===== src/rtl/rv32v_vdecode_sequencer.sv =====
// Vector decode sequencer: splits one vector instruction into
// LANES-wide element groups and holds scalar decode while issuing.
module rv32v_vdecode_sequencer #(
    parameter int LANES = 4,
    parameter int VL_W  = 8
) (
    input  logic             CLK,
    input  logic             RST,
    input  logic             v_start,
    input  logic [VL_W-1:0]  vl,
    input  logic             stall_dec,
    input  logic             flush_dec,
    input  logic             exception_v,
    output logic             start_ready,
    output logic             issue_valid,
    output logic [VL_W-1:0]  elem_idx,
    output logic [LANES-1:0] elem_mask,
    output logic             issue_last,
    output logic             v_busy,
    output logic             v_decode_done
);

    typedef enum logic [1:0] {
        IDLE  = 2'd0,
        ISSUE = 2'd1,
        DONE  = 2'd2
    } state_t;

    localparam logic [VL_W:0] LANES_X = (VL_W+1)'(LANES);

    state_t          state_q, state_d;
    logic [VL_W-1:0] idx_q, idx_d;
    logic [VL_W-1:0] vl_q, vl_d;

    logic [VL_W:0]    idx_x;
    logic [VL_W:0]    vl_x;
    logic             last_w;
    logic [LANES-1:0] mask_w;
    logic             kill_w;

    // One extra bit keeps index+LANES from wrapping near the top of VL_W.
    assign idx_x  = {1'b0, idx_q};
    assign vl_x   = {1'b0, vl_q};
    assign last_w = (idx_x + LANES_X) >= vl_x;
    assign kill_w = flush_dec | exception_v;

    // Per-lane liveness of the current group.
    always_comb begin
        mask_w = '0;
        for (int i = 0; i < LANES; i++) begin
            mask_w[i] = (idx_x + (VL_W+1)'(i)) < vl_x;
        end
    end

    // Next-state and output decode.
    always_comb begin
        state_d       = state_q;
        idx_d         = idx_q;
        vl_d          = vl_q;
        start_ready   = 1'b0;
        issue_valid   = 1'b0;
        elem_idx      = '0;
        elem_mask     = '0;
        issue_last    = 1'b0;
        v_busy        = 1'b0;
        v_decode_done = 1'b0;
        unique case (state_q)
            IDLE: begin
                start_ready = 1'b1;
                if (v_start && !kill_w) begin
                    if (vl != '0) begin
                        vl_d    = vl;
                        idx_d   = '0;
                        state_d = ISSUE;
                    end else begin
                        state_d = DONE;
                    end
                end
            end
            ISSUE: begin
                issue_valid = 1'b1;
                v_busy      = 1'b1;
                elem_idx    = idx_q;
                elem_mask   = mask_w;
                issue_last  = last_w;
                if (kill_w) begin
                    idx_d   = '0;
                    state_d = IDLE;
                end else if (!stall_dec) begin
                    if (last_w) begin
                        state_d = DONE;
                    end else begin
                        idx_d = idx_q + LANES_X[VL_W-1:0];
                    end
                end
            end
            DONE: begin
                // A kill in the completion cycle cancels the done pulse.
                v_decode_done = !kill_w;
                state_d       = IDLE;
            end
            default: begin
                state_d = IDLE;
            end
        endcase
    end

    // State, index and latched length registers.
    always_ff @(posedge CLK) begin
        if (RST) begin
            state_q <= IDLE;
            idx_q   <= '0;
            vl_q    <= '0;
        end else begin
            state_q <= state_d;
            idx_q   <= idx_d;
            vl_q    <= vl_d;
        end
    end

endmodule

===== config.mk =====
export PLATFORM = sky130hd
export DESIGN_NAME = rv32v_vdecode_sequencer
export DESIGN_NICKNAME = d
export VERILOG_FILES = /design/src/rtl/rv32v_vdecode_sequencer.sv
export SDC_FILE = /design/constraint.sdc
export NUM_CORES = 1
export LEC_CHECK = 0
export ABC_AREA = 1
export CORE_ASPECT_RATIO = 1.25
export CORE_UTILIZATION = 45
export DETAILED_ROUTE_END_ITERATION = 16
export GPL_TIMING_DRIVEN = 0
export PLACE_DENSITY = 0.71
export SYNTH_ARGS = -nofsm -noshare
export SYNTH_HDL_FRONTEND = slang
export SYNTH_SLANG_ARGS = --single-unit

===== constraint.sdc =====
create_clock -name CLK -period 5.15 [get_ports CLK]
set_input_delay 1.2875 -clock CLK [delete_from_list [all_inputs] [get_ports CLK]]
set_output_delay 1.2875 -clock CLK [all_outputs]
set_load 0.005 [all_outputs]

======== Word level (Yosys, flattened, before mapping) ========
Index checks and enable logic that the tools add are counted.
operators by class
  add/sub/neg operators ................... 5
  order comparisons ....................... 5
  equal/unequal tests ..................... 7
  muxes and demuxes ....................... 18
  bitwise logic cells ..................... 1
  reductions and logical operators ........ 8
operators by type and width
  kind                                            number
  two-way mux 8 bit                               6
  less-than comparator 9 x 8 -> 1 bit             3
  adder 8 x 2 -> 9 bit (second input constant)    2
  case mux 8 bit (2 select lines)                 1
  two-way mux 2 bit                               5
  adder 8 x 1 -> 9 bit (second input constant)    1
  adder 8 x 3 -> 9 bit (second input constant)    1
  >= comparator 9 x 8 -> 1 bit                    1
  != test 3 bit (second input constant)           3
  adder 8 x 3 -> 8 bit (second input constant)    1
  less-than comparator 8 bit                      1
  nonzero test 8 bit                              1
  AND reduction 3 bit                             2
  AND reduction 5 bit                             1
  two-way mux 1 bit                               4
  two-way mux 4 bit                               1
  != test 2 bit (second input constant)           2
  case mux 2 bit (2 select lines)                 1
  == test 2 x 1 -> 1 bit (second input constant)  1
  == test 2 bit (second input constant)           1
  logical NOT 2 bit                               1
  nonzero test 2 bit                              1
  logical AND 1 bit                               1
  logical NOT 1 bit                               1
  OR 1 bit                                        1
word-level totals
  bits in registers ....................... 18
  output and inout bits ................... 17

======== Depth between registers and ports, before layout ========
Gate-level depths: netlist (run 1).
  depth in word-level cells ............... 6
  mapped depth ............................ 16
  mapped depth without buffers ............ 15

======== Worst setup path before layout (run 1) ========
OpenSTA, ideal clock, no wires.
  path type ............................... reg2out
  start point ............................. reg idx_q[3]
  end point ............................... out issue_last
  arrival time ............................ 1.666 ns
  data required time ...................... 3.863 ns
  path slack .............................. 2.196 ns
  cell stages (with the launch flop) ...... 12
  path buffers ............................ 0
  cell sequence ........................... dfxtp_1 -> ha_1 -> nand3_2 -> xor2_1 -> inv_1 -> ha_1 -> nand2_1 -> nor2_1 -> nand3_1 -> nand3_2 -> nand2_1 -> inv_1
between the ends
  cells in the longest elaborated chain, start to end .. 3
RTL lines
  element                       line  RTL
  start, declared               32    logic [VL_W-1:0] idx_q, idx_d;
  start signal, assigned        116   idx_q <= idx_d;
  adder 8 x 3 -> 9 bit          44    assign last_w = (idx_x + LANES_X) >= vl_x;
  >= comparator 9 x 8 -> 1 bit  44
  two-way mux 1 bit             67    unique case (state_q)
  end, declared                 18    output logic issue_last,
Every way passes these cells.

======== Worst setup path in the final report (run 1) ========
Same ends and word-level chain as after synthesis.

==> flow_metrics.env, run 1 <==
export IMPL_layout_nets=311
export IMPL_fin_util=0.599
export IMPL_layout_commonest_cell="nand2_1"
export IMPL_path_max_fanout=8
export IMPL_ctsHoldBuffers=0
export IMPL_p_leak_nw=0.883
export IMPL_reg2regPathDepth=13
export IMPL_max_freq_mhz=250
export IMPL_cp_num_cells=12
export IMPL_outcome="finished, final reports clean"
export IMPL_crit_buf_inv=3
export IMPL_area_delta_synth_final_pct=23.3
export IMPL_remaining_drc_errors=0
export IMPL_ios=31
export IMPL_place_gp_congestion=0.927
export IMPL_power_density_mw_per_mm2=158
export IMPL_clock_latency_ns=0.25
export IMPL_fin_crit_sh=0.777
export IMPL_hold_viol=0
export IMPL_holdPathStages=2
export IMPL_cp_end_kind="output port"
export IMPL_synth_seq_cells=16
export IMPL_clock_skew_ns=0.00694
export IMPL_design_core_area_sq_mm=0.00328
export IMPL_cts_tree="yes"
export IMPL_rsz0062_at_grt="false"
export IMPL_grt_pass1_wl_mm=6.07
export IMPL_cpPeakStageDelay_ns=0.52
export IMPL_cp_top_family="buffers and inverters"
export IMPL_cts_root_buf="clkbuf_8"
export IMPL_timing_rr_start="idx_q[3]$_SDFFE_PP0P_"
export IMPL_endpoint="issue_last"
export IMPL_path_class="register to output port"
export IMPL_cts_resized=0
export IMPL_layout_drive_gt1_share=0.0882
export IMPL_track_usage=0.203
export IMPL_crit_start="idx_q[3]$_SDFFE_PP0P_"
export IMPL_ant_nets=0
export IMPL_syn_inst=240
export IMPL_rows=23
export IMPL_cts_setup_buffers=0
export IMPL_htreeDepth=1
export IMPL_cts_buffers=3
export IMPL_setup_viol=0
export IMPL_die_w_microns=55.2
export IMPL_cp_arrival_ns=2.71
export IMPL_r2r_setup_slack_ns=2.78
export IMPL_grt_max_degree=11
export IMPL_viasPerCell=4.97
export IMPL_dpl_hpwl_mm=2.88
export IMPL_dr_pass1_iters=4
export IMPL_path_cells="ha_1 > nand3_2 > xor2_1 > inv_1 > ha_1 > nand2_1 > nor2_1 > nand3_1 > nand3_2 > nand2_1 > inv_1 > clkdlybuf4s50_1"
export IMPL_min_delay_start="vl_q[0]$_SDFFE_PP0P_"
export IMPL_synth_warnings=0
export IMPL_period_minus_slack_ns=4.00
export IMPL_cp_required_ns=3.86
export IMPL_clk_pin_slew_ns=0.07
export IMPL_seqPwrFrac=0.416
export IMPL_critPathSlowestCell="dfxtp_1"
export IMPL_clockBufferDepth=2
export IMPL_via_count=1535
export IMPL_power_switching_mw=0.0919
export IMPL_antenna_found_initial=0
export IMPL_startpoint_type="register"
export IMPL_dr_first_iter_drc_count=53
export IMPL_die_h_microns=68.5
export IMPL_cts_sinks=16
export IMPL_clock_power_share=0.308
export IMPL_yosys_cell_types_count=33
export IMPL_io_buffers=28
export IMPL_start_util=0.486
export IMPL_holdCritPathClass="register to register"
export IMPL_grt_overflow=0
export IMPL_setup_tns_ns=0
export IMPL_irDropWorstVdd_uv=159
export IMPL_internal_power_mw=0.219
export IMPL_dieArea_sq_mm=0.00379
export IMPL_slew_viol_final=0
export IMPL_ys_seq_area_frac=0.201
export IMPL_routedWlPerCell_microns=11.4
export IMPL_synth_area_per_cell_sq_um=6.64
export IMPL_combinationalPowerShare=0.276
export IMPL_r2r_end="idx_q[2]$_SDFFE_PP0P_"
export IMPL_most_common_layout_cells="nand2_1, inv_1, clkdlybuf4s50_1"
export IMPL_switching_share=0.295
export IMPL_grt_pass1_vias=1412
export IMPL_max_cap_viol_count=0
export IMPL_wl_mm=3.52
export IMPL_n_antenna_cell=0
export IMPL_synth_area_sq_mm=0.00159
==> cells in the mapped netlist <==
library cell | number | area share
nor2_1 | 26 | 0.061
nor3b_1 | 1 | 0.0047
nor3_1 | 4 | 0.013
xor2_1 | 1 | 0.0055
o311ai_0 | 1 | 0.0055
nor2_4 | 2 | 0.014
and3_1 | 2 | 0.0078
a21oi_1 | 23 | 0.072
o21a_1 | 1 | 0.0047
xnor2_1 | 1 | 0.0055
buf_2 | 1 | 0.0031
clkbuf_1 | 9 | 0.021
nand2_4 | 3 | 0.021
conb_1 | 1 | 0.0024
nand4_2 | 1 | 0.0078
o211ai_1 | 1 | 0.0047
buf_6 | 1 | 0.0071
o21ai_1 | 1 | 0.0031
nand3_4 | 1 | 0.011
nand3_1 | 16 | 0.050
o21ai_0 | 11 | 0.035
ha_1 | 23 | 0.18
dfxtp_1 | 16 | 0.20
nand2_1 | 43 | 0.10
nor2_8 | 1 | 0.013
inv_2 | 2 | 0.0047
nand2_2 | 2 | 0.0078
nor2_2 | 2 | 0.0078
inv_1 | 33 | 0.078
buf_4 | 3 | 0.014
nand4_1 | 4 | 0.016
and2_1 | 1 | 0.0039
nand3_2 | 2 | 0.013
==> per-layer routing <==
layer	global-route usage	vias to the layer above	share of wire
met3	0.0168	7	0.034
met4	0.0813	0	0.019
met5	0	-	0
met1	0.250	661	0.47
met2	0.370	28	0.47
li1	-	839	-
==> per-stage QoR <==
step           setup WS (ns)  hold slack [ns]  cells  instance area [sq um]  total power, mW
3_5_place_dp            1.24            0.475    306                   1920            0.219
6_report                1.15            0.483    309                   1970            0.311
3_3_place_gp            1.23            0.476    306                   1920            0.217
4_1_cts                 1.14            0.484    309                   1970            0.313
2_1_floorplan           2.20            0.441    241                   1600            0.188
5_1_grt                0.932            0.529    309                   1970            0.327
==> tightest hold or removal path, stage by stage, from the launching register on <==
cell and delay, ns:
dfxtp_1 0.31, inv_1 0.07, a21oi_1 0.05
==> cells by family after synthesis <==
group	after synthesis	share of synthesized area
AOI/OAI and AO/OA	38	0.125
adders and majority gates	23	0.181
buffers and inverters	49	0.128
xor gates and xnor gates	2	0.0110
and+or+nand+nor	111	0.352
DFF	16	0.201
other	1	0.00235
==> power by group through the flow <==
stage / clock network, mW / logic (mW) / registers (mW)
after floorplan: 0 / 0.0557 / 0.132
after global placement: 0 / 0.0846 / 0.132
after detailed placement: 0 / 0.0863 / 0.132
after CTS: 0.0968 / 0.0865 / 0.129
after global routing: 0.0998 / 0.0976 / 0.130
final: 0.0957 / 0.0860 / 0.129
==> layout make-up <==
cell class | instances | area [sq um]
well taps | 37 | 46.3
fillers | 356 | 1320
plain buffers | 14 | 72.6
multi-input cells | 176 | 1070
clock buffers | 3 | 41.3
flip-flops and latches | 16 | 320
inverters | 35 | 131
repair buffers | 28 | 280
==> state kept, by name (all words and copies together) (netlist names) <==
| signal | cells |
|---|---|
| state_q | 2 |
| idx_q | 6 |
| vl_q | 8 |
==> how the worst min path moves through the flow <==
stage,endpoint,slack (ns)
floorplan,vl_q[0]$_SDFFE_PP0P_,0.44
finish,vl_q[0]$_SDFFE_PP0P_,0.48
global route,vl_q[0]$_SDFFE_PP0P_,0.53
detailed placement,vl_q[0]$_SDFFE_PP0P_,0.48
CTS,vl_q[0]$_SDFFE_PP0P_,0.48
global placement,vl_q[0]$_SDFFE_PP0P_,0.48
(Power assumes the default switching activity.)
==> run 2: changes to the inputs <==
Settings changed: PLACE_DENSITY 0.71 to 0.74.
Clock period 5.15 ns to 3.6 ns, I/O delays scaled along.
==> run 2 against run 1 <==
Net effect:
- total power rose by 41%
- worst hold slack got worse by 0.0023 ns
- design area rose by 1.5%
- final cell count did not move
- sequential power rose by 43%
- global-route usage fell by 0.90 points
- first-iteration DRC count fell by 9.4%
- clock power rose by 39%
- utilization rose by 0.92 points
- highest routed layer unchanged
- sequential cell count did not move
- clock-buffer cell count did not move
==> flow_metrics.env, run 2 (synthesis gave the netlist of run 1 again) <==
export IMPL_outcome="finished, final reports clean"
export IMPL_clock_latency_ns=0.25
export IMPL_holdPathStages=2
export IMPL_critPathSlowestCell="clkdlybuf4s50_1"
export IMPL_power_mw=0.440
export IMPL_cp_required_ns=2.70
export IMPL_irDropWorstVdd_uv=168
export IMPL_wl_mm=3.35
export IMPL_path_max_fanout=7
export IMPL_layout_drive_gt1_share=0.121
export IMPL_via_count=1555
export IMPL_cts_setup_buffers=0
export IMPL_n_antenna_cell=0
export IMPL_grt_max_degree=11
export IMPL_rows=23
export IMPL_antenna_found_initial=0
export IMPL_cts_sinks=16
export IMPL_fin_util=0.608
export IMPL_path_class="register to output port"
export IMPL_clockBufferDepth=2
export IMPL_die_h_microns=68.5
export IMPL_viasPerCell=5.03
export IMPL_place_area_sq_mm=0.00192
export IMPL_remaining_drc_errors=0
export IMPL_track_usage=0.194
export IMPL_layout_nets=311
export IMPL_fin_cells=309
export IMPL_reg2regPathDepth=13
export IMPL_clk_pin_slew_ns=0.07
export IMPL_holdCritPathClass="register to register"
export IMPL_power_density_mw_per_mm2=220
export IMPL_grt_overflow=0
export IMPL_htreeDepth=1
export IMPL_dpl_hpwl_mm=2.79
export IMPL_layout_commonest_cell="nand2_1"
export IMPL_cpPeakStageDelay_ns=0.49
export IMPL_max_cap_viol_count=0
export IMPL_dr_first_iter_drc_count=48
export IMPL_ios=31
export IMPL_io_buffers=28
export IMPL_max_freq_mhz=295
export IMPL_regMostFlops="vl_q"
export IMPL_largest_reg_flops=8
export IMPL_design_core_area_sq_mm=0.00328
export IMPL_hold_viol=0
export IMPL_hold_ws_ns=0.481
export IMPL_clock_skew_ns=0.00833
export IMPL_r2r_setup_slack_ns=1.46
export IMPL_start_util=0.486
export IMPL_area_delta_synth_final_pct=25.2
export IMPL_num_fill_cells=344
export IMPL_final_area_sq_mm=0.00200
export IMPL_grt_pass1_vias=1443
export IMPL_dr_pass1_iters=4
export IMPL_fin_crit_sh=0.942
export IMPL_place_gp_congestion=0.826
export IMPL_cp_end_kind="output port"
export IMPL_grt_pass1_wl_mm=5.97
export IMPL_period_minus_slack_ns=3.39
export IMPL_reg_largest_list="vl_q: 8 flops, idx_q: 6 flops, state_q: 2 flops"
export IMPL_dieArea_sq_mm=0.00379
export IMPL_slew_viol_final=0
export IMPL_cts_root_buf="clkbuf_8"
export IMPL_cp_arrival_ns=2.49
export IMPL_ctsHoldBuffers=0
export IMPL_ant_nets=0
export IMPL_most_common_layout_cells="nand2_1, inv_1, clkdlybuf4s50_1"
export IMPL_path_cells="ha_1 > nand3_2 > xor2_2 > inv_1 > ha_1 > nand2_1 > nor2_2 > nand3_1 > nand3_2 > nand2_1 > inv_1 > clkdlybuf4s50_1"
export IMPL_die_w_microns=55.2
export IMPL_routedWlPerCell_microns=10.8
export IMPL_startpoint_type="register"
export IMPL_cts_buffers=3
export IMPL_setup_viol=0
export IMPL_cts_tree="yes"
export IMPL_p_leak_nw=0.890
export IMPL_post_place_cells=306
run 2: cell counts in the layout (fill, tap and decap cells not counted):
Identical to the previous run, type by type.
run 2: where the power goes:
part,leakage [nW],internal [mW],total [mW],switching [mW]
clock,0.0216,0.0741,0.133,0.0589
sequential,0.133,0.182,0.184,0.00246
combinational,0.735,0.0567,0.122,0.0656
total,0.890,0.313,0.440,0.127
run 2: path summary, 6_finish.rpt:
| check | from | to |
|---|---|---|
| min | vl_q[0]$_SDFFE_PP0P_ | vl_q[0]$_SDFFE_PP0P_ |
| max reg2reg | idx_q[2]$_SDFFE_PP0P_ | idx_q[2]$_SDFFE_PP0P_ |
| min reg2reg | vl_q[0]$_SDFFE_PP0P_ | vl_q[0]$_SDFFE_PP0P_ |
| max | idx_q[2]$_SDFFE_PP0P_ | issue_last |
run 2: per-stage QoR:
| step | setup slack (ns) | TNS, ns |
|---|---|---|
| 3_3_place_gp | 0.284 | 0 |
| 5_1_grt | -0.00754 | -0.00754 |
| 4_1_cts | 0.00485 | 0 |
| 2_1_floorplan | 1.03 | 0 |
| 6_report | 0.207 | 0 |
| 3_5_place_dp | 0.287 | 0 |
run 2: per-layer routing:
| layer | part of all wire | wire, microns | vias to the layer above | GRT usage |
|---|---|---|---|---|
| met5 | 0 | 0 | - | 0 |
| met4 | 0.0051 | 17 | 0 | 0.0563 |
| met3 | 0.033 | 110 | 2 | 0.0187 |
| met2 | 0.51 | 1710 | 34 | 0.378 |
| met1 | 0.45 | 1510 | 681 | 0.227 |
| li1 | - | - | 838 | - |
run 2: layout make-up:
type,instances,area [sq um],area share
Multi-Input combinational cell,176,1090,0.545
Tap cell,37,46.3,0.0232
Buffer,14,78.8,0.0395
Sequential cell,16,329,0.165
Timing Repair Buffer,28,280,0.140
Inverter,35,131,0.0658
Clock buffer,3,41.3,0.0207
run 2: timing repair:
action	4_1_cts	5_1_grt
setup endpoints to repair	0	1
resized for setup	0	13
hold endpoints to repair	0	0
run 2: worst max-delay path: cells and delay by family, from the launching register on:
| family | cells | cell delay, ns |
|---|---|---|
| buf+inv | 3 | 0.61 |
| flops | 1 | 0.40 |
| fa+ha+maj | 2 | 0.51 |
| simple gates | 6 | 0.55 |
| xor+xnor | 1 | 0.18 |
==> run 3: changes to the inputs <==
Settings changed: ABC_AREA 1 to unset, PLACE_DENSITY 0.74 to 0.75, RECOVER_POWER set to 50.
==> run 3 against run 2 <==
Net effect:
- fmax shrank 2.0%
- design area shrank 8.8%
- clock-buffer cell count grew 1
- critical endpoint unchanged
- sequential power is essentially flat
- combinational power shrank 22%
- setup slack lost 0.068 ns
- sequential share of layout area grew 1.5 points
- largest power group unchanged
- final cell count shrank 23%
- clock skew shrank 0.0050 ns
- routed wire length shrank 5.0%
==> flow_metrics.env, run 3 <==
export IMPL_grt_max_degree=11
export IMPL_via_count=1320
export IMPL_dpl_hpwl_mm=2.58
export IMPL_holdCritPathClass="register to register"
export IMPL_holdPathStages=2
export IMPL_die_w_microns=52.6
export IMPL_tightest_slew_ns=0.651
export IMPL_dieArea_sq_mm=0.00344
export IMPL_place_area_sq_mm=0.00177
export IMPL_reg2regPathDepth=10
export IMPL_cts_sinks=16
export IMPL_yosysMostFrequentCell="ha_1"
export IMPL_slew_viol_final=0
export IMPL_fin_crit_sh=0.961
export IMPL_grt_overflow=0
export IMPL_startpoint_type="register"
export IMPL_min_delay_start="vl_q[5]$_SDFFE_PP0P_"
export IMPL_max_cap_viol_count=0
export IMPL_ant_nets=0
export IMPL_dr_pass1_iters=4
export IMPL_layout_drive_gt1_share=0.0985
export IMPL_largest_reg_flops=8
export IMPL_htreeDepth=1
export IMPL_routedWlPerCell_microns=13.3
export IMPL_viasPerCell=5.52
export IMPL_yosys_cell_types_count=49
export IMPL_io_buffers=28
export IMPL_setup_viol=0
export IMPL_layout_commonest_cell="clkdlybuf4s50_1"
export IMPL_post_place_cells=234
export IMPL_n_antenna_cell=0
export IMPL_yosys_top_cells_count="ha_1, nor2_1, dfxtp_1"
export IMPL_clockBufferDepth=2
export IMPL_reg_largest_list="vl_q: 8 flops, idx_q: 6 flops, state_q: 2 flops"
export IMPL_period_minus_slack_ns=3.46
export IMPL_grt_pass1_vias=1384
export IMPL_synth_area_per_cell_sq_um=8.54
export IMPL_ys_seq_area_frac=0.222
export IMPL_crit_start="idx_q[3]$_SDFFE_PP0P_"
export IMPL_max_freq_mhz=289
export IMPL_die_h_microns=65.3
export IMPL_cp_required_ns=2.70
export IMPL_synthArstFlopShare=0
export IMPL_cts_root_buf="clkbuf_4"
export IMPL_wl_mm=3.18
export IMPL_synth_top_area_share=0.222
export IMPL_r2r_setup_slack_ns=1.05
export IMPL_grt_pass1_wl_mm=5.75
export IMPL_regMostFlops="vl_q"
export IMPL_hold_viol=0
export IMPL_cts_buffers=3
export IMPL_start_util=0.481
export IMPL_rsz0062_at_grt="false"
export IMPL_synth_warnings=0
export IMPL_p_leak_nw=0.726
export IMPL_power_density_mw_per_mm2=217
export IMPL_outcome="finished, final reports clean"
export IMPL_ys_top_cells_by_area="dfxtp_1, ha_1, mux2i_1"
export IMPL_rows=22
export IMPL_track_usage=0.216
export IMPL_ios=31
export IMPL_slew_headroom=0.562
export IMPL_clock_latency_ns=0.28
export IMPL_synth_main_ff_cell="dfxtp_1"
export IMPL_final_area_sq_mm=0.00182
export IMPL_irDropWorstVdd_uv=195
export IMPL_fin_cells=239
export IMPL_place_gp_congestion=0.867
export IMPL_cp_arrival_ns=2.56
export IMPL_num_fill_cells=277
export IMPL_cts_tree="yes"
export IMPL_clk_pin_slew_ns=0.10
export IMPL_r2r_end="idx_q[7]$_SDFFE_PP0P_"
export IMPL_design_core_area_sq_mm=0.00300
export IMPL_synth_edff_count=0
export IMPL_antenna_found_initial=0
export IMPL_most_common_layout_cells="clkdlybuf4s50_1, ha_1, nor2_1"
export IMPL_synth_seq_cells=16
export IMPL_dr_first_iter_drc_count=29
export IMPL_holdPathEnd="vl_q[5]$_SDFFE_PP0P_"
export IMPL_syn_inst=169
export IMPL_cp_end_kind="output port"
export IMPL_path_max_fanout=8
export IMPL_synth_area_sq_mm=0.00144
export IMPL_synth_area_leader_cell="dfxtp_1"
export IMPL_remaining_drc_errors=0
export IMPL_ctsHoldBuffers=0
export IMPL_clock_skew_ns=0.00333
export IMPL_timing_rr_start="idx_q[3]$_SDFFE_PP0P_"
export IMPL_path_class="register to output port"
export IMPL_layout_nets=241
export IMPL_area_delta_synth_final_pct=26.1
-- run 3: cell types whose count changed after synthesis, sizes merged, moves of 3 or more --
cell    change
nand2      -45
inv        -27
a21oi      -18
nor2       -14
nand3      -12
mux2i      +10
o21ai       -8
o21a        +6
and2        +5
a211oi      +4
nand4       -4
a21o        +3
a32o        +3
-- run 3: critical path, stage by stage, from the launching register on --
cell           delay [ns]
dfxtp_4              0.41
ha_2                 0.22
and3_2               0.25
xor2_1               0.16
ha_1                 0.26
a21o_1               0.17
a221oi_2             0.30
o21a_2               0.20
nor2_1               0.04
dlygate4sd2_1        0.28
-- run 3: repair_timing --
item                       4_1_cts  5_1_grt
resized for setup                8        1
buffers inserted                 2        0
hold endpoints to repair         0        0
pin swaps                        1        0
setup endpoints to repair        1        1
-- run 3: per-layer routing --
metal	wire length (microns)	GRT usage	part of all wire
met5	0	0	0
met1	1450	0.259	0.46
met4	24	0.0592	0.0075
met2	1650	0.396	0.52
met3	50	0.0208	0.016
-- run 3: power by group --
| part | total [mW] | internal (mW) | switching, mW |
|---|---|---|---|
| clock network | 0.118 | 0.0615 | 0.0562 |
| logic | 0.0946 | 0.0481 | 0.0465 |
| registers | 0.182 | 0.179 | 0.00313 |
-- run 3: how the worst max path moves through the flow --
| stage | to | cells after the start |
|---|---|---|
| global route | issue_last | 9 |
| CTS | issue_last | 9 |
| floorplan | issue_last | 8 |
| finish | issue_last | 9 |
| global placement | issue_last | 9 |
| detailed placement | issue_last | 9 |
-- run 3: through the flow --
step                setup slack [ns]  utilization  TNS (ns)  hold slack, ns  power [mW]
detailed placement            -0.174        0.590    -0.174           0.488       0.280
finish                         0.139        0.606         0           0.509       0.395
floorplan                      0.582            -         0           0.460       0.242
CTS                            0.180        0.610         0           0.511       0.397
global placement              -0.124        0.590    -0.124           0.476       0.277
global route                  0.0297        0.606         0           0.553       0.417
-- run 3: layout make-up --
class	instances	area (sq um)	area share
multi-input combinational	131	1020	0.562
clock buffer	4	36.3	0.0199
inverter	8	30.0	0.0165
timing repair buffer	30	294	0.162
buffer	14	63.8	0.0351
sequential	16	328	0.180
tap	36	45.0	0.0248
-- run 3: logic make-up (layout without fill, tap and decap cells) --
family,after synthesis,after routing,share of synthesized area
flops,16,16,0.222
xor+xnor,4,4,0.0243
compound gates,40,40,0.214
fa+ha+maj,23,23,0.199
buf+inv,23,56,0.0729
simple gates,52,52,0.195
other cells,1,2,0.00260
mux,10,10,0.0694
